**src/rtl/sys_array_stream_loader.sv**
```systemverilog
// sys_array_stream_loader
// Serial-to-parallel front end of the systolic array. Collects matrix A then
// matrix B from a valid/ready element stream into shadow registers. On a clean
// frame it publishes them on data_a/data_b together with a load_params pulse,
// then issues start_comp. It then waits for the fetcher to go busy and back to
// ready before accepting the next frame.
module sys_array_stream_loader #(
    parameter int DATA_WIDTH = 8,
    parameter int ARRAY_W    = 5,
    parameter int ARRAY_L    = 2
) (
    input  logic                                   clk,
    input  logic                                   reset_n,
    input  logic                                   in_valid,
    output logic                                   in_ready,
    input  logic [DATA_WIDTH-1:0]                  in_data,
    input  logic                                   in_last,
    input  logic                                   comp_ready,
    output logic [ARRAY_W*ARRAY_L*DATA_WIDTH-1:0]  data_a,
    output logic [ARRAY_W*ARRAY_L*DATA_WIDTH-1:0]  data_b,
    output logic                                   load_params,
    output logic                                   start_comp,
    output logic                                   frame_done,
    output logic                                   frame_error
);

    localparam int N     = ARRAY_W * ARRAY_L;
    localparam int MW    = N * DATA_WIDTH;
    localparam int IDX_W = (N > 1) ? $clog2(N) : 1;
    localparam logic [IDX_W-1:0] IDX_LAST = IDX_W'(N - 1);

    typedef enum logic [2:0] {
        LOAD_A,
        LOAD_B,
        ISSUE_LOAD,
        ISSUE_START,
        WAIT_BUSY,
        WAIT_DONE
    } state_t;

    state_t            state;
    logic [IDX_W-1:0]  idx;
    logic [MW-1:0]     shadow_a;
    logic [MW-1:0]     shadow_b;
    logic [MW-1:0]     shadow_a_nxt;
    logic [MW-1:0]     shadow_b_nxt;
    logic              xfer;

    assign in_ready = (state == LOAD_A) || (state == LOAD_B);
    assign xfer     = in_valid & in_ready;

    // Shadow contents with the current element merged in at slot idx (element 0 is the MSB slice)
    always_comb begin
        shadow_a_nxt = shadow_a;
        shadow_b_nxt = shadow_b;
        for (int k = 0; k < N; k++) begin
            if (int'(idx) == k) begin
                shadow_a_nxt[(N-1-k)*DATA_WIDTH +: DATA_WIDTH] = in_data;
                shadow_b_nxt[(N-1-k)*DATA_WIDTH +: DATA_WIDTH] = in_data;
            end
        end
    end

    // Frame sequencer: loading, fetcher handshake, framing checks and registered pulses
    always_ff @(posedge clk or negedge reset_n) begin
        if (!reset_n) begin
            state       <= LOAD_A;
            idx         <= '0;
            shadow_a    <= '0;
            shadow_b    <= '0;
            data_a      <= '0;
            data_b      <= '0;
            load_params <= 1'b0;
            start_comp  <= 1'b0;
            frame_done  <= 1'b0;
            frame_error <= 1'b0;
        end else begin
            load_params <= 1'b0;
            start_comp  <= 1'b0;
            frame_done  <= 1'b0;
            frame_error <= 1'b0;
            case (state)
                LOAD_A: begin
                    if (xfer) begin
                        shadow_a <= shadow_a_nxt;
                        if (in_last) begin
                            // last marker inside matrix A: drop the frame
                            frame_error <= 1'b1;
                            idx         <= '0;
                        end else if (idx == IDX_LAST) begin
                            state <= LOAD_B;
                            idx   <= '0;
                        end else begin
                            idx <= idx + 1'b1;
                        end
                    end
                end
                LOAD_B: begin
                    if (xfer) begin
                        shadow_b <= shadow_b_nxt;
                        if (idx == IDX_LAST && in_last) begin
                            // publish with the final element merged so the
                            // buses are valid in the same cycle as load_params
                            data_a      <= shadow_a;
                            data_b      <= shadow_b_nxt;
                            load_params <= 1'b1;
                            idx         <= '0;
                            state       <= ISSUE_LOAD;
                        end else if (idx == IDX_LAST || in_last) begin
                            frame_error <= 1'b1;
                            idx         <= '0;
                            state       <= LOAD_A;
                        end else begin
                            idx <= idx + 1'b1;
                        end
                    end
                end
                ISSUE_LOAD: begin
                    start_comp <= 1'b1;
                    state      <= ISSUE_START;
                end
                ISSUE_START: begin
                    state <= WAIT_BUSY;
                end
                WAIT_BUSY: begin
                    // ready still high from the previous frame is not a completion
                    if (!comp_ready) begin
                        state <= WAIT_DONE;
                    end
                end
                WAIT_DONE: begin
                    if (comp_ready) begin
                        frame_done <= 1'b1;
                        idx        <= '0;
                        state      <= LOAD_A;
                    end
                end
                default: begin
                    idx   <= '0;
                    state <= LOAD_A;
                end
            endcase
        end
    end

endmodule

```
**config.mk**
```make
export PLATFORM = sky130hd
export DESIGN_NAME = sys_array_stream_loader
export DESIGN_NICKNAME = d
export VERILOG_FILES = /design/src/rtl/sys_array_stream_loader.sv
export SDC_FILE = /design/constraint.sdc
export NUM_CORES = 1
export LEC_CHECK = 0
export ABC_AREA = 0
export BUFFER_PORTS_ARGS = -buffer_cell sky130_fd_sc_hd__clkbuf_2
export CAP_MARGIN = 10
export CORE_MARGIN = 3
export CORE_UTILIZATION = 55
export DETAILED_ROUTE_END_ITERATION = 10
export HOLD_SLACK_MARGIN = 0.12
export PLACE_DENSITY = 0.77
export SYNTH_ARGS = -nofsm -noshare
export SYNTH_HDL_FRONTEND = slang
export SYNTH_SLANG_ARGS = --single-unit
```
**constraint.sdc**
```tcl
create_clock -name clk -period 4.7 [get_ports clk]
set_input_delay 0 -clock clk [delete_from_list [all_inputs] [get_ports clk]]
set_output_delay 0 -clock clk [all_outputs]
set_load 0.05 [all_outputs]
```
==> results of run 1 <==
-- flip-flops by register name (all words and copies together), names as in the netlist --
name	cells
data_a	80
data_b	80
frame_done	1
frame_error	1
idx	4
load_params	1
shadow_a	80
shadow_b	80
start_comp	1
state	3
-- cell type report --
class / count / area share [%]
Tap cell: 319 / 2.55
Clock buffer: 52 / 6.25
Sequential cell: 331 / 52.9
Multi-Input combinational cell: 720 / 30.9
Clock inverter: 8 / 0.711
Inverter: 7 / 0.168
Timing Repair Buffer: 190 / 6.58
-- cell usage after synthesis (2+ instances only) --
| cell | n | area [um^2] |
|---|---|---|
| sky130_fd_sc_hd__nor2_1 | 2 | 7.51 |
| sky130_fd_sc_hd__nand2_4 | 4 | 45.0 |
| sky130_fd_sc_hd__a21oi_1 | 2 | 10.0 |
| sky130_fd_sc_hd__nor2_2 | 5 | 31.3 |
| sky130_fd_sc_hd__o21ai_0 | 86 | 430 |
| sky130_fd_sc_hd__nand3_4 | 5 | 87.6 |
| sky130_fd_sc_hd__dfrtp_1 | 331 | 8280 |
| sky130_fd_sc_hd__mux2_2 | 160 | 1800 |
| sky130_fd_sc_hd__nand2b_1 | 2 | 12.5 |
| sky130_fd_sc_hd__buf_4 | 2 | 15.0 |
| sky130_fd_sc_hd__nand2_2 | 6 | 37.5 |
| sky130_fd_sc_hd__inv_1 | 6 | 22.5 |
| sky130_fd_sc_hd__clkbuf_1 | 33 | 124 |
| sky130_fd_sc_hd__a211oi_1 | 2 | 15.0 |
| sky130_fd_sc_hd__o311ai_0 | 2 | 17.5 |
| sky130_fd_sc_hd__nand2_1 | 334 | 1250 |
| sky130_fd_sc_hd__nor2b_1 | 5 | 31.3 |
| sky130_fd_sc_hd__ha_1 | 5 | 62.6 |
| sky130_fd_sc_hd__mux2i_1 | 80 | 801 |
| sky130_fd_sc_hd__buf_2 | 36 | 180 |
| sky130_fd_sc_hd__nor3b_1 | 3 | 22.5 |
| sky130_fd_sc_hd__nand3_1 | 4 | 20.0 |
| sky130_fd_sc_hd__nor3_1 | 3 | 15.0 |
-- worst max-delay path, cell delays in order, from the launching register on --
cell,delay (ps)
sky130_fd_sc_hd__dfrtp_1,420
sky130_fd_sc_hd__inv_1,120
sky130_fd_sc_hd__ha_1,320
sky130_fd_sc_hd__nor3b_2,950
sky130_fd_sc_hd__nand2_1,470
sky130_fd_sc_hd__mux2_2,390
-- through the flow --
step	hold WS (ps)	instance area, um^2	cells	power [W]
3_5_place_dp	115	14500	1562	0.00407
5_1_grt	191	15700	1627	0.00694
4_1_cts	168	15700	1627	0.00672
3_3_place_gp	114	14500	1562	0.00403
2_1_floorplan	-296	13400	1130	0.00385
6_report	130	15700	1627	0.00664
-- layer usage --
| metal | track usage, % | up-vias | share of wire, % |
|---|---|---|---|
| met5 | 0 | - | 0 |
| met4 | 5.16 | 0 | 1.8 |
| met3 | 3.39 | 34 | 4.4 |
| met2 | 37.0 | 224 | 48 |
| met1 | 31.9 | 4408 | 46 |
| li1 | - | 4065 | - |
-- power groups by stage --
| stage | logic [W] | registers [W] | clock network [W] |
|---|---|---|---|
| final | 0.000686 | 0.00334 | 0.00262 |
| after global routing | 0.000755 | 0.00337 | 0.00282 |
| after CTS | 0.000698 | 0.00333 | 0.00269 |
| after detailed placement | 0.000691 | 0.00338 | 0 |
| after global placement | 0.000664 | 0.00336 | 0 |
| after floorplan | 0.000529 | 0.00332 | 0 |
-- path summary, 6_finish.rpt --
kind	from	to	cells after the start
setup / recovery	idx[1]	shadow_b[69]	5
hold / removal	reset_n	shadow_a[62]	2
setup reg to reg	idx[1]	shadow_b[69]	5
hold reg to reg	shadow_a[54]	data_a[54]	2
max in group asynchronous	reset_n	data_a[8]	3
min in group clk	comp_ready	frame_done	4
-- cell usage in the layout, fill, tap and decap left out, types with 6 or more instances in the layout --
cell type | netlist | routed
sky130_fd_sc_hd__inv_1 | 6 | 6
sky130_fd_sc_hd__dfrtp_1 | 331 | 331
sky130_fd_sc_hd__clkbuf_2 | 1 | 176
sky130_fd_sc_hd__clkbuf_16 | 0 | 34
sky130_fd_sc_hd__nand2_1 | 334 | 333
sky130_fd_sc_hd__mux2i_1 | 80 | 80
sky130_fd_sc_hd__clkbuf_1 | 33 | 12
sky130_fd_sc_hd__mux2_2 | 160 | 160
sky130_fd_sc_hd__nand2_2 | 6 | 6
sky130_fd_sc_hd__buf_4 | 2 | 6
sky130_fd_sc_hd__o21ai_0 | 86 | 86
sky130_fd_sc_hd__clkbuf_8 | 0 | 6
-- cell families (layout without fill, tap and decap cells) --
group,Yosys count,count (layout),synth area share [%]
buffers and inverters,79,257,2.61
AND/OR/NAND/NOR,380,380,12.2
adder cells (fa/ha/maj),5,5,0.466
multiplexers,240,240,19.4
flip-flops,331,331,61.6
AO/OA/AOI/OAI,95,95,3.71
==> results.md, run 1 <==
- Setup repair after global routing left no endpoint under its margin.
- The number of max-capacitance violations reported is 0.
- The die span in y is about 160 um.
- The clock period minus final worst setup slack is 2780 ps.
- Of the total power, registers draw 50.2%.
- The number of buffers inserted by post-CTS setup repair is 0.
- After filler insertion, the fill cell instance count of the layout stands at between 1500 and 2000.
- The clock network burns slightly below 40% of the power.
- The per-cell via count in the routed design is 5.37.
- Data arrives at the worst endpoint at roughly 3200 ps.
- The number of slew-limit violations in the final report is 0.
- The total congestion overflow is 0.
- The number of endpoints with negative hold slack in the final report was 0.
- Summed over all cells, the static leakage comes to between 8 and 9 nW.
- The net switching power of the design is 0.00158 W.
- The via count of the first global-routing pass is 8862.
- The number of antenna diodes in the final layout is 0.
- The count of input and output buffers is approximately 180.
- In this run, CTS created clock tree buffers numbering 34.
- The longest clock path from root to sink contains 3 buffers.
- The average instance area after synthesis is about 12 um^2.
- The placement row count is 56.
- The type of the worst setup path is flop to flop.
- In the global route stage, overall resource usage came out at roughly 22%.
- Net switching is between 20% and 30% of the power.
- The fraction of synthesis flops using an asynchronous set or reset pin is 100%.
- The achievable clock frequency is between 300 and 400 MHz.
- The number of hold buffers added after cts is 5.
- The largest fanout on the critical path is 10.
- Clock-pin slew was measured on the worst setup and hold paths at 60 ps.
- In the final routed layout, each cell accounts on average for between 15 and 20 um.
- The worst hold path belongs to the class input pin to asynchronous set/reset pin.
- Clock latency on the worst-skew pair, taken at its later pin, is approximately 500 ps.
- The maximum number of pins on one net before global-route repair is ~240.
- The first global-routing pass estimated about 47 mm of wire.
- The die outline area is around 26000 um^2.
- Setup violations remaining at the end of the flow were counted as 0.
- The wire length reported by the detailed router is about 29 mm.
- The type of element launching the critical path is a flop.
- The buffer cell driving the clock tree root is sky130_fd_sc_hd__clkbuf_16.
- The number of instances resized during post-cts repair is 0.
- The count of nets left with antenna violations once routing finished came out at 0.
- The most common flop cell mapped by yosys is sky130_fd_sc_hd__dfrtp_1.
- In this run the power density over the cells is 424 nW/um^2.
- Internal power comes to around 0.005 W.
- In the final layout, the share of cells above drive strength 1 is 32.3%.
- The total negative slack is 0 ps.
- Once the floorplan was initialized, standard cells occupied 56.6% of the core.
- In this run, the combinational gates consume between 10% and 20% of the power.
- The final estimated routing congestion in global placement is roughly 0.83.
- The run finished with clean final reports.
- The HPWL after detailed placement is between 15 and 20 mm.
- The total number of vias is between 8000 and 9000.
- The number of levels the H-tree was split into is 2.
- The register bit count reported by yosys is ~330.
- The proportion of synthesized chip area in sequential cells is around 62%.
- The total standard cell area after synthesis is approximately 13000 um^2.
- The number of antenna violations at the first check in global routing is 0.
- At the placement stage, the worst setup path has a slack of between 1500 and 2000 ps.
- The number of warnings printed during yosys synthesis is 0.
- Registers take between 8000 and 9000 um^2.
- The first detailed-routing pass took 4 iterations.
- When the netlist entered floorplanning its net count stood at between 1000 and 1500.
- Counting every sink on the clock net gives between 300 and 400.
- The die is around 160 um wide.
- The DRC violation total after the first TritonRoute iteration is 524.
- The required time of the critical path is between 5000 and 6000 ps.
- TritonCTS built the clock tree.
- Cells fill 66.0% of the core in the end.
- The normalized max-slew margin is between 20% and 30%.
- Setup slack on the worst reg-to-reg path comes out at 1920 ps.
- The number of synthesized flops with an enable pin is 0.
- The worst-margin pin slew is 1120 ps.
- The standard cell core area is between 20000 and 25000 um^2.
- The net count of the finished layout is ~1300.
- The final critical path takes up 59.2% of the cycle.
- Between clock sinks in the finished design, the worst skew comes to 14.6 ps.
- The number of standard cells after synthesis is 1130.
- Setup slack closes at around 1900 ps.
- Pin placement for this block handled ~180 I/O pins.
- The remaining design rule violation count is 0.
- Yosys mapped the design onto 35 distinct sky130hd cell types.
- Relative to the synthesized area, the layout overhead comes to 16.6%.
- The critical path endpoint category is a flop.
- The worst vdd rail ir drop is 294 uV.
- The multi-input combinational cell area is ~4800 um^2.
Note: power is estimated with default switching activity, not from simulation.
==> run 2, diff against run 1 <==
- CORE_UTILIZATION: 55 -> 52
- PLACE_DENSITY: 0.77 -> 0.76
- clock period: 4.7 -> 2.3 ns (I/O delays scaled with it)
==> results.md, run 2 (synthesized netlist as in run 1, its figures left out) <==
- The flow ran to the end, and the final reports show no timing, DRC or antenna violations.
- The normalized max-slew margin is 40.7% (+16 points).
- The fraction of the cycle the final worst path needs was 90.3% (+31 points).
- The die span in y is 167 um (+2.7%).
- The setup clock skew after layout is 17.0 ps (+2.40 ps).
- Setup repair after global routing left no endpoint under its margin.
- The worst path arrival time is 2460 ps (-710 ps).
- TritonCTS built the clock tree.
- The later-pin clock latency in the skew report is 500 ps (about the same).
- The total number of vias is 8841 (+1.3%).
- The achievable clock frequency is 481 MHz (+34%).
- The final layout net count is 1323 (+1.6%).
- The placement row count is 58 (+3.6%).
- The number of instances in the placed design is 1591 (+1.9%).
- The number of detailed-routing iterations run before antenna repair is 5 (+1).
- The wire length per cell after detailed routing is 18.3 um (+2.3%).
- The final estimated routing congestion in global placement is 0.849 (+2.9%).
- The largest fanout on the critical path is 11 (+1).
- The worst stage delay on the critical path was 500 ps (-450 ps).
- The static leakage is 8.52 nW (+2.1%).
- The maximum number of pins on one net before global-route repair is 108 (-55%).
- The worst-path cell with the longest stage delay is sky130_fd_sc_hd__dfrtp_1.
- The die outline area is 27800 um^2 (+5.6%).
- The buffer cell driving the clock tree root is sky130_fd_sc_hd__clkbuf_16.
- The deepest clock path buffer count is 3 (unchanged).
- The worst-case reg-to-reg path depth is 4 (-1).
- The smallest setup slack after layout is 223 ps (-1690 ps).
- In the layout the commonest cells are sky130_fd_sc_hd__nand2_1, sky130_fd_sc_hd__dfrtp_1, sky130_fd_sc_hd__clkbuf_2.
- The clock-pin slew reported for the worst setup and hold paths after clock tree synthesis is 60 ps (about the same).
- The number of slew-limit violations in the final report is 0 (unchanged).
- The number of buffer and inverter instances along the worst setup path is 0 (-1).
- The number of levels the H-tree was split into is 2 (unchanged).
- The antenna violation net count after detailed routing is 0 (unchanged).
- The worst vdd rail ir drop is 523 uV (+78%).
- From synthesis to final layout, the design area changed by 19.0%.
- The DRC violation total after the first TritonRoute iteration is 629 (+20%).
- The minimum setup slack after placement is 211 ps (-1710 ps).
- The worst hold slack after final layout is 354 ps (+224 ps).
- The count of input and output buffers is 177 (unchanged).
- The layout cell share with drive strength beyond 1 came to 33.6% (+1.3 points).
- The total congestion overflow is 0 (unchanged).
- The number of buffers added by the clock tree synthesis step is 35 (+2.9%).
- The remaining design rule violation count is 0 (unchanged).
- The reg2reg setup slack is 220 ps (-1690 ps).
- The number of failing setup endpoints in the final timing report is 0 (unchanged).
- The via count of the first global-routing pass was 9001 (+1.6%).
- The CTS sink count is 331 (unchanged).
- The multi-input combinational cell area is 4840 um^2 (about the same).
- The wire length reported by the detailed router came to 30.5 mm (+4.4%).
- The worst-margin pin slew is 890 ps (-229 ps).
- The power per cell area is 871 nW/um^2 (+110%).
- The number of endpoints with negative hold slack in the final report came to 0 (unchanged).
- The instance area at placement came to 14700 um^2 (+1.5%).
- The clock period minus final worst setup slack is 2080 ps (-707 ps).
- The HPWL after detailed placement is 19.1 mm (+7.2%).
- The cell family contributing the most delay on the critical path is simple AND/OR/NAND/NOR gates.
- The worst setup path is captured at a flop.
- The number of max-capacitance violations reported is 0 (unchanged).
- The required time of the critical path came to 2680 ps (-2410 ps).
- The post-route non-filler standard cell count is 1661 (+2.1%).
- Leaving out fill and tap cells, the most frequent cell in the layout is sky130_fd_sc_hd__nand2_1.
- The count of fill cells added during filler insertion was 1949 (+7.3%).
- The per-cell via count in the routed design is 5.32 (-0.81%).
- The count of pins on the block boundary is 178 (unchanged).
- The number of gates on the worst path with buffers counted is 4 (-1).
- The global-route usage over all layers was 21.8% (-0.61 points).
- The first-pass GRT wire length is 49.2 mm (+3.8%).
- The initial standard-cell utilization of the core is 53.1% (-3.5 points).
- Counting instances, the worst hold path has a depth of 3.
- The width of the die is 167 um (+2.7%).
- STA classifies the critical path startpoint as a flop.
- The number of antenna violations at the first check in global routing was 1 (+1).
- The sequential cell area in the final layout is 8280 um^2 (unchanged).
- Walking the worst path, the cells encountered are nor2b_2 > nand2_4 > nor2_2 > mux2_2.
- The tightest min-delay check is of the input pin to flop type.
- The type of the worst setup path is flop to flop.
- The total negative slack came to 0 ps (unchanged).
- The post-route cell area is 16000 um^2 (+2.1%).
- The standard cell core area is 25300 um^2 (+6.6%).
==> run 2: cell count changes in the layout (fill, tap and decap cells not counted), moves of 2 or more <==
cell and change:
sky130_fd_sc_hd__clkbuf_16 +3, sky130_fd_sc_hd__inv_6 -2, sky130_fd_sc_hd__buf_12 +5, sky130_fd_sc_hd__buf_4 +13, sky130_fd_sc_hd__clkbuf_8 +2, sky130_fd_sc_hd__clkinv_2 +2
sky130_fd_sc_hd__clkbuf_1 -2
==> run 2: layer usage <==
| layer | part of all wire (%) | wire length, um | global-route usage (%) |
|---|---|---|---|
| met3 | 4.8 | 1450 | 3.73 |
| met1 | 47 | 14200 | 31.5 |
| met5 | 0 | 0 | 0 |
| met4 | 2.3 | 704 | 5.67 |
| met2 | 46 | 14100 | 34.9 |
==> run 2: where the power goes <==
part	switching, W	leakage [nW]	internal, W
clock	0.00220	0.573	0.00343
sequential	0.000356	4.52	0.00646
combinational	0.000738	3.42	0.000762
==> run 2: path summary, 6_finish.rpt <==
| path | start | to |
|---|---|---|
| worst min-delay path | in_data[6] | data_b[46] |
| worst min register to register | shadow_a[45] | data_a[45] |
| worst max register to register | idx[3] | shadow_b[31] |
| worst max-delay path | idx[3] | shadow_b[31] |
| min in group asynchronous | reset_n | shadow_a[20] |
| max in group asynchronous | reset_n | data_b[60] |
==> run 2: stage by stage <==
step,total power (W),utilization (%)
after detailed placement,0.00839,58.2
after CTS,0.0141,63.1
after floorplan,0.00786,-
final,0.0139,63.1
after global routing,0.0145,63.1
after global placement,0.00829,58.2
==> run 2: layout make-up <==
cell class	count	share of cell area, %
flip-flops and latches	331	51.8
inverters	7	0.164
diodes	1	0.0156
well taps	330	2.58
clock inverters	7	0.556
clock buffers	55	6.71
multi-input cells	720	30.3
repair buffers	210	7.92
==> run 2: what timing repair did <==
action | 4_1_cts | 5_1_grt
hold buffers | 7 | 0
resized for setup | 0 | 0
buffers inserted | 0 | 0
hold endpoints to repair | 340 | 0
==> run 2: worst reg2reg max path, stage by stage (launching register included) <==
cell and delay, ps:
sky130_fd_sc_hd__dfrtp_1 500, sky130_fd_sc_hd__nor2b_2 480, sky130_fd_sc_hd__nand2_4 210, sky130_fd_sc_hd__nor2_2 370
sky130_fd_sc_hd__mux2_2 390
==> run 3, diff against run 2 <==
- SETUP_SLACK_MARGIN: default -> 0.5
==> results.md, run 3 (synthesized netlist as in run 1, its figures left out) <==
- The final estimated routing congestion in global placement came to 0.759 (-11%).
- The total congestion overflow was 0 (unchanged).
- The worst-path cell with the longest stage delay is sky130_fd_sc_hd__dfrtp_2.
- The die outline area is 27800 um^2 (unchanged).
- The worst vdd rail ir drop is 525 uV (+0.42%).
- The DRC violation total after the first TritonRoute iteration was 766 (+22%).
- The antenna violation net count after detailed routing came to 0 (unchanged).
- The library cells used most frequently in the layout, excluding fill and tap cells, are sky130_fd_sc_hd__nand2_1, sky130_fd_sc_hd__dfrtp_1, sky130_fd_sc_hd__clkbuf_2.
- The number of failing setup endpoints in the final timing report was 0 (unchanged).
- The first-pass GRT wire length is 50.8 mm (+3.2%).
- The global-route usage over all layers is 22.5% (+0.67 points).
- The type of element launching the critical path is a flop.
- The total negative slack is 0 ps (unchanged).
- The number of buffers added by the clock tree synthesis step is 35 (unchanged).
- The wire length per cell after detailed routing was 18.8 um (+2.6%).
- The TritonCTS clock tree is yes.
- The achievable clock frequency is 543 MHz (+13%).
- The number of inserted diodes was 0 (-1).
- The number of max-capacitance violations reported came to 0 (unchanged).
- The standard cell core area was 25300 um^2 (unchanged).
- The largest fanout on the critical path came to 8 (-3).
- The setup path with the least slack is of type flop to flop.
- The count of fill cells added during filler insertion is 1902 (-2.4%).
- The most numerous cell on the critical path is sky130_fd_sc_hd__buf_6.
- The normalized max-slew margin is 41.0% (+0.34 points).
- The count of pins on the block boundary was 178 (unchanged).
- The per-cell via count in the routed design is 5.38 (+1.1%).
- The area growth from synthesis to layout is 23.4%.
- The buffer cell driving the clock tree root is sky130_fd_sc_hd__clkbuf_16.
- The width of the die is 167 um (unchanged).
- The count of input and output buffers was 177 (unchanged).
- The via count of the first global-routing pass was 9362 (+4.0%).
- The flow ran to the end, and the final reports show no timing, DRC or antenna violations.
- The final layout net count is 1353 (+2.3%).
- The required time of the critical path is 2680 ps (about the same).
- The placement row count was 58 (unchanged).
- The fraction of the cycle the final worst path needs is 80.1% (-10 points).
- The number of levels the H-tree was split into is 2 (unchanged).
- The CTS sink count is 331 (unchanged).
- Broken down by cell family, the worst path's largest delay share belongs to buffers and inverters.
- The worst hold slack after final layout is 325 ps (-29.0 ps).
- The HPWL after detailed placement is 19.1 mm (about the same).
- The clock-pin slew reported for the worst setup and hold paths after clock tree synthesis came to 60 ps (about the same).
- The static leakage was 8.75 nW (+2.7%).
- The number of endpoints with negative hold slack in the final report was 0 (unchanged).
- The most common cell after layout, fill and taps aside is sky130_fd_sc_hd__nand2_1.
- The remaining design rule violation count is 0 (unchanged).
- The deepest clock path buffer count is 3 (unchanged).
- The initial standard-cell utilization of the core was 53.1% (unchanged).
- The worst hold-check path type is input pin to flop.
- The number of detailed-routing iterations run before antenna repair is 5 (unchanged).
- The instance area at placement was 14800 um^2 (+0.50%).
- The die span in y is 167 um (unchanged).
- The smallest setup slack after layout is 457 ps (+234 ps).
- The number of slew-limit violations in the final report came to 0 (unchanged).
- Setup repair after global routing could not meet its margin everywhere.
- The clock period minus final worst setup slack came to 1840 ps (-234 ps).
- The number of antenna violations at the first check in global routing came to 0 (-1).
- The maximum number of pins on one net before global-route repair was 72 (-33%).
- The worst path arrival time is 2220 ps (-240 ps).
- The wire length reported by the detailed router is 31.8 mm (+4.4%).
- The later-pin clock latency in the skew report came to 500 ps (about the same).
- The total number of vias is 9093 (+2.9%).
- The worst stage delay on the critical path is 440 ps (-60 ps).
- The critical path endpoint category is a flop.
- The worst-margin pin slew is 885 ps (-5.12 ps).
- The layout cell share with drive strength beyond 1 is 37.5% (+3.8 points).
- The post-route cell area is 16600 um^2 (+3.7%).
- Traced cell by cell, the critical path runs through inv_2 > ha_2 > buf_6 > nor3b_4 > buf_6 > buf_12 > mux2i_2 > o21ai_1.
- The minimum setup slack after placement is 179 ps (-32.3 ps).
- The fraction of the core area covered by cells at the end of the flow was 65.5% (+2.4 points).
- The number of buffer and inverter instances along the worst setup path is 4 (+4).
- The power per cell area is 845 nW/um^2 (-3.0%).
- The setup clock skew after layout is 11.3 ps (-5.70 ps).
## run 3: cell count changes in the layout (fill, tap and decap cells not counted), moves of 7 or more
cell	before	now
sky130_fd_sc_hd__buf_4	19	32
sky130_fd_sc_hd__o21ai_0	86	74
sky130_fd_sc_hd__o21ai_1	0	12
sky130_fd_sc_hd__buf_6	0	8
sky130_fd_sc_hd__mux2i_1	80	72
sky130_fd_sc_hd__mux2i_2	0	7
## run 3: cell type report
type | instances | area [um^2] | share of cell area [%]
multi-input combinational | 722 | 5090 | 30.7
tap | 330 | 413 | 2.49
sequential | 331 | 8290 | 50.0
clock buffer | 54 | 1100 | 6.63
inverter | 7 | 31.3 | 0.189
timing repair buffer | 238 | 1620 | 9.79
clock inverter | 7 | 37.5 | 0.226
## run 3: report_power, final
part	switching [W]	internal, W	total, W
Combinational	0.000798	0.000918	0.00172
Clock	0.00219	0.00328	0.00548
Sequential	0.000369	0.00646	0.00683
## run 3: metal layers
metal / routed length, um / global-route usage (%) / up-vias
met1: 14000 / 31.3 / 4644
met3: 1610 / 4.20 / 48
li1: - / - / 4187
met5: 0 / 0 / -
met2: 15700 / 37.4 / 214
met4: 543 / 4.95 / 0
## run 3: tightest hold or removal path, stage by stage
cell and delay [ps]:
sky130_fd_sc_hd__dlygate4sd3_1 550, sky130_fd_sc_hd__clkbuf_2 140, sky130_fd_sc_hd__nand2_1 70, sky130_fd_sc_hd__nor3_1 40
## run 3: per-stage QoR
stage	total power, W	cells
finish	0.0140	1689
global route	0.0146	1689
global placement	0.00829	1592
CTS	0.0140	1672
floorplan	0.00788	1130
detailed placement	0.00838	1592
## run 3: final timing paths
path	from	to	slack, ps	cells after the start
max in group asynchronous	reset_n	data_a[15]	920	4
worst max register to register	idx[1]	data_b[66]	460	8
worst max-delay path	idx[1]	data_b[66]	460	8
worst min register to register	shadow_a[27]	data_a[27]	460	2
worst min-delay path	comp_ready	frame_done	330	4
min in group asynchronous	reset_n	data_a[58]	590	3
## run 3: timing repair
item,in CTS,in global routing
setup endpoints to repair,277,196
buffers inserted,12,14
pin swaps,4,7
cloned,2,3
endpoints found under the hold margin,340,0
hold buffers,5,0
resized for setup,24,57
